File: config.mk
export PLATFORM = sky130hd
export DESIGN_NAME = mem_port_arbiter
export DESIGN_NICKNAME = d
export VERILOG_FILES = /design/src/rtl/mem_port_arbiter.sv
export SDC_FILE = /design/constraint.sdc
export NUM_CORES = 1
export LEC_CHECK = 0
export ABC_AREA = 1
export BUFFER_PORTS_ARGS = -buffer_cell sky130_fd_sc_hd__buf_2
export CAP_MARGIN = 20
export CELL_PAD_IN_SITES_DETAIL_PLACEMENT = 1
export CELL_PAD_IN_SITES_GLOBAL_PLACEMENT = 1
export CORE_UTILIZATION = 23
export CTS_CLUSTER_DIAMETER = 30
export DETAILED_ROUTE_END_ITERATION = 16
export PLACE_DENSITY = 0.77
export SLEW_MARGIN = 20
export SYNTH_ARGS = -nofsm -noshare
export SYNTH_HDL_FRONTEND = slang
export SYNTH_SLANG_ARGS = --single-unit
File: constraint.sdc
create_clock -name clk -period 1 [get_ports clk]
set_input_delay 0.05 -clock clk [delete_from_list [all_inputs] [get_ports clk]]
set_output_delay 0.05 -clock clk [all_outputs]
set_load 0.02 [all_outputs]
File: src/rtl/mem_port_arbiter.sv
// Shares one single-port synchronous RAM between instruction fetch and load/store.
// Latency: req before edge E -> ack and mem_* on the port after E -> rvalid one cycle later.
// Backpressure: requesters hold req and payload until their ack; load/store wins, and a held ls_lock keeps fetch off.
//
// Ports:
//   clk, Rst                       clock, async active-low reset
//   if_req/if_addr -> if_ack       fetch request, one-cycle grant pulse
//   if_rvalid/if_rdata             fetched word qualifier, pass-through of mem_rdata
//   ls_req/ls_we/ls_addr/ls_wdata/ls_lock -> ls_ack   load/store request, grant pulse
//   ls_rvalid/ls_rdata             load data qualifier, pass-through of mem_rdata
//   mem_en/mem_we/mem_addr/mem_wdata/mem_rdata        RAM port
//   locked                         high while an atomic sequence owns the port
module mem_port_arbiter #(
    parameter int ADDR_W = 6,
    parameter int DATA_W = 32
) (
    input  logic              clk,
    input  logic              Rst,
    input  logic              if_req,
    input  logic [ADDR_W-1:0] if_addr,
    output logic              if_ack,
    output logic              if_rvalid,
    output logic [DATA_W-1:0] if_rdata,
    input  logic              ls_req,
    input  logic              ls_we,
    input  logic [ADDR_W-1:0] ls_addr,
    input  logic [DATA_W-1:0] ls_wdata,
    input  logic              ls_lock,
    output logic              ls_ack,
    output logic              ls_rvalid,
    output logic [DATA_W-1:0] ls_rdata,
    output logic              mem_en,
    output logic              mem_we,
    output logic [ADDR_W-1:0] mem_addr,
    output logic [DATA_W-1:0] mem_wdata,
    input  logic [DATA_W-1:0] mem_rdata,
    output logic              locked
);

    localparam logic [1:0] ST_IDLE   = 2'd0;
    localparam logic [1:0] ST_OPEN   = 2'd1;
    localparam logic [1:0] ST_LOCKED = 2'd2;

    logic [1:0]        state_q, state_d;
    logic              if_ack_q, if_ack_d;
    logic              ls_ack_q, ls_ack_d;
    logic              if_rvalid_q, if_rvalid_d;
    logic              ls_rvalid_q, ls_rvalid_d;
    logic              mem_en_q, mem_en_d;
    logic              mem_we_q, mem_we_d;
    logic [ADDR_W-1:0] mem_addr_q, mem_addr_d;
    logic [DATA_W-1:0] mem_wdata_q, mem_wdata_d;

    logic lock_hold;
    logic ls_elig;
    logic if_elig;

    always_comb begin
        // Lock is released at the first edge where ls_lock is seen low, and
        // fetch may be granted at that very edge.
        lock_hold = (state_q == ST_LOCKED) && ls_lock;
        // A requester whose ack is high right now is being served this cycle;
        // its still-high req must not win a second time.
        ls_elig   = ls_req && !ls_ack_q;
        if_elig   = if_req && !if_ack_q && !lock_hold;

        state_d     = ST_IDLE;
        if_ack_d    = 1'b0;
        ls_ack_d    = 1'b0;
        mem_en_d    = 1'b0;
        mem_we_d    = 1'b0;
        mem_addr_d  = mem_addr_q;
        mem_wdata_d = mem_wdata_q;

        // The access on the port now is sampled by the RAM at the next edge,
        // so its data arrives one cycle after the ack.
        if_rvalid_d = if_ack_q;
        ls_rvalid_d = ls_ack_q && !mem_we_q;

        if (ls_elig) begin
            ls_ack_d    = 1'b1;
            mem_en_d    = 1'b1;
            mem_we_d    = ls_we;
            mem_addr_d  = ls_addr;
            mem_wdata_d = ls_wdata;
            state_d     = ls_lock ? ST_LOCKED : ST_OPEN;
        end else if (if_elig) begin
            if_ack_d    = 1'b1;
            mem_en_d    = 1'b1;
            mem_addr_d  = if_addr;
            mem_wdata_d = '0;
            state_d     = ST_OPEN;
        end else if (lock_hold) begin
            state_d = ST_LOCKED;
        end else if (state_q == ST_LOCKED) begin
            state_d = ST_OPEN;
        end
    end

    always_ff @(posedge clk or negedge Rst) begin
        if (!Rst) begin
            state_q     <= ST_IDLE;
            if_ack_q    <= 1'b0;
            ls_ack_q    <= 1'b0;
            if_rvalid_q <= 1'b0;
            ls_rvalid_q <= 1'b0;
            mem_en_q    <= 1'b0;
            mem_we_q    <= 1'b0;
            mem_addr_q  <= '0;
            mem_wdata_q <= '0;
        end else begin
            state_q     <= state_d;
            if_ack_q    <= if_ack_d;
            ls_ack_q    <= ls_ack_d;
            if_rvalid_q <= if_rvalid_d;
            ls_rvalid_q <= ls_rvalid_d;
            mem_en_q    <= mem_en_d;
            mem_we_q    <= mem_we_d;
            mem_addr_q  <= mem_addr_d;
            mem_wdata_q <= mem_wdata_d;
        end
    end

    assign if_ack    = if_ack_q;
    assign ls_ack    = ls_ack_q;
    assign if_rvalid = if_rvalid_q;
    assign ls_rvalid = ls_rvalid_q;
    assign mem_en    = mem_en_q;
    assign mem_we    = mem_we_q;
    assign mem_addr  = mem_addr_q;
    assign mem_wdata = mem_wdata_q;
    assign locked    = (state_q == ST_LOCKED);
    assign if_rdata  = mem_rdata;
    assign ls_rdata  = mem_rdata;

endmodule

==> impl_metrics.csv <==
group,metric,value,unit
critical_path,worstSetupEndpointType,"flip-flop",
sta,tns,-4260,ps
sta,min_period,1130,ps
yosys,netlist_top_cells_area,"dfrtp_1 49%, buf_4 22%, nand2_1 16%, nand3_1 8.3%, buf_2 1.7%",
place,dp.cells,439,
final_layout,fin_util,0.351,
min_path,hp-class,"in -> reg",
yosys,synth_top_cell_by_area,"dfrtp_1",
yosys,ys_top_cells_by_count,"99 x nand2_1, 68 x buf_4, 46 x dfrtp_1",
die,die_w,103,um
yosys,yosysMostFrequentCell,"nand2_1",
yosys,synthesis.area,2350,sq um
final_layout,fin_nets,436,
grt,grt_pass1_wl,10200,um
grt,grt_overflow,0,
run_status,status,"complete, but fails checks",
route,drtPass1Iterations,4,
yosys,ys_ff_latch,46,
sta,hold_viol_final,0,
place,place_area,2610,sq um
clocking,clock_tree.buffer_depth,2,
final_layout,fin_cells,488,
die,die_h,103,um
die,coreArea,9820,sq um
sta,hold_slack,31.2,ps
critical_path,cp.required,1210,ps
yosys,synth.top_cell.area_share,0.490,
final_layout,fillCellCount,1136,
sta,max_freq,882,MHz
clocking,cts.sinks,46,
route,drt-initial-drc-count,49,
route,ant_nets,0,
die,initial_core_util,0.239,
sta,setup_viol,43,
critical_path,path_class,"reg -> reg",
route,drc,0,
yosys,syn_nets,358,
grt,grt_max_degree,47,
final_layout,antennaDiodeCount,0,
pwr,ir_drop,0.000486,V
route,viasPerCell,4.08,
grt,grtUsageTotal,0.127,
die,std_cell_rows,36,
clocking,cts.htree.levels,2,
sta,period_share,1.13,
route,routed_wirelength,6790,um
yosys,synth_flop_cell,"dfrtp_1",
sta,rsz0062_at_grt,"true",
place,port_buffers,94,
sta,setup_slack,-134,ps
clocking,cts-buffers-inserted,5,
sta,worst_slew_pin_slew,261,ps
clocking,clk_pin_slew,90,ps
place,routabilityCongestion,0.666,
yosys,yosys_warnings,0,
place,dp_hpwl,4220,um
pwr,p_leak,0.00183,uW
route,vias,1993,
clocking,clockRootBuffer,"clkbuf_8",
route,wire_per_inst,13.9,um
die,die_area,10600,sq um
final_layout,area.growth.synth_to_final,46.9,%
grt,grt_pass1_vias,2222,
yosys,syn_area_per_cell,8.50,sq um
grt,antenna_found_initial,0,
clocking,clk_latency,310,ps
sta,skew,12.9,ps
critical_path,worstPathArrival,1340,ps
final_layout,design_area,3450,sq um
clocking,cts_tree,"yes",
critical_path,critPathLaunchType,"flip-flop",
yosys,synthCells,276,
run_status,violations,"negative setup slack",
sta,finalMaxSlewViolations,0,
final_layout,drive_gt1_frac,0.468,
yosys,synthArstFlopShare,1.00,
sta,slew_headroom,0.826,
flow_run,drv_cap,0,
die,io-pin-count,191,
yosys,synth_seq_area_share,0.490,
pwr,pwr_density_cell,1450,nW/um^2
yosys,synth_edf_count,0,
yosys,synthDistinctLibCells,12,
critical_path,crit_fanout,8,
## layout make-up
cell class,instances,area [sq um],area share
clock buffers,6,72.6,0.0211
flip-flops and latches,46,1150,0.335
inverters,8,30.0,0.00871
clock inverters,2,37.5,0.0109
multi-input cells,145,827,0.240
repair buffers,148,1160,0.336
well taps,133,166,0.0483
## power breakdown
group / internal (uW) / switching, uW / leakage (uW)
logic: 630 / 783 / 0.00119
registers: 2060 / 136 / 0.000582
clock network: 746 / 658 / 0.0000514
## per-stage QoR
stage | setup slack [ps] | total power [uW]
CTS | -99.2 | 4900
finish | -134 | 5010
floorplan | -55.9 | 3160
global placement | -92.7 | 3260
global route | -190 | 5310
detailed placement | -132 | 3290
## critical path, stage by stage (launching register included)
cell,delay (ps)
dfrtp_2,430
nor2_4,160
nand2_8,120
clkbuf_16,190
nand3_1,70
nand2_1,50
## final timing paths
path,depth (start not counted),from,slack [ps],endpoint
setup / recovery,5,if_ack,-130,mem_addr[1]
hold / removal,5,ls_addr[4],30,mem_addr[4]
setup reg to reg,5,if_ack,-130,mem_addr[1]
hold reg to reg,1,mem_we,480,ls_rvalid
max in group asynchronous,3,Rst,500,mem_wdata[28]
min in group asynchronous,3,Rst,250,mem_addr[2]
## cell usage in the layout (no fill, tap or decap)
cell / instances
buf_2: 91
nand2_1: 89
dfrtp_1: 44
dlygate4sd3_1: 35
nand3_2: 24
nand3_1: 12
nand2_2: 8
buf_12: 8
clkbuf_8: 5
buf_6: 5
buf_4: 5
inv_2: 4
inv_1: 4
clkbuf_16: 4
nand3_4: 3
nor2_1: 3
nor2_4: 2
nand2_8: 2
dfrtp_2: 2
nand2_4: 1
o21ai_1: 1
clkbuf_1: 1
bufinv_16: 1
clkinvlp_4: 1
## repair_timing
item                       4_1_cts  5_1_grt
setup buffers                    1        1
pin swaps                        2        9
hold buffers                    35        0
setup endpoints to repair       42       45
gates cloned                     0        4
hold endpoints to repair        80        0
gates resized for setup          9       47
## cell families (layout without fill, tap and decap cells)
kind of cell / Yosys count / in the layout / share of synthesized area
simple gates: 144 / 144 / 0.255
buf+inv: 85 / 164 / 0.252
flops: 46 / 46 / 0.490
compound gates: 1 / 1 / 0.00213
## per-layer routing
metal  vias up  wire [um]  global-route usage  part of all wire
met5         -          0                   0                 0
met4         0        128              0.0585             0.019
met3        25        432              0.0393             0.064
met2        70       3760               0.253              0.55
met1       952       2470               0.115              0.36
li1        946          -                   -                 -
## state kept, by name, indices dropped and copies added (netlist names)
| register | flops |
|---|---|
| state_q | 2 |
| ls_rvalid | 1 |
| mem_wdata | 32 |
| if_rvalid | 1 |
| mem_we | 1 |
| mem_en | 1 |
| ls_ack | 1 |
| mem_addr | 6 |
| if_ack | 1 |
Power figures use the tool's default switching activity.
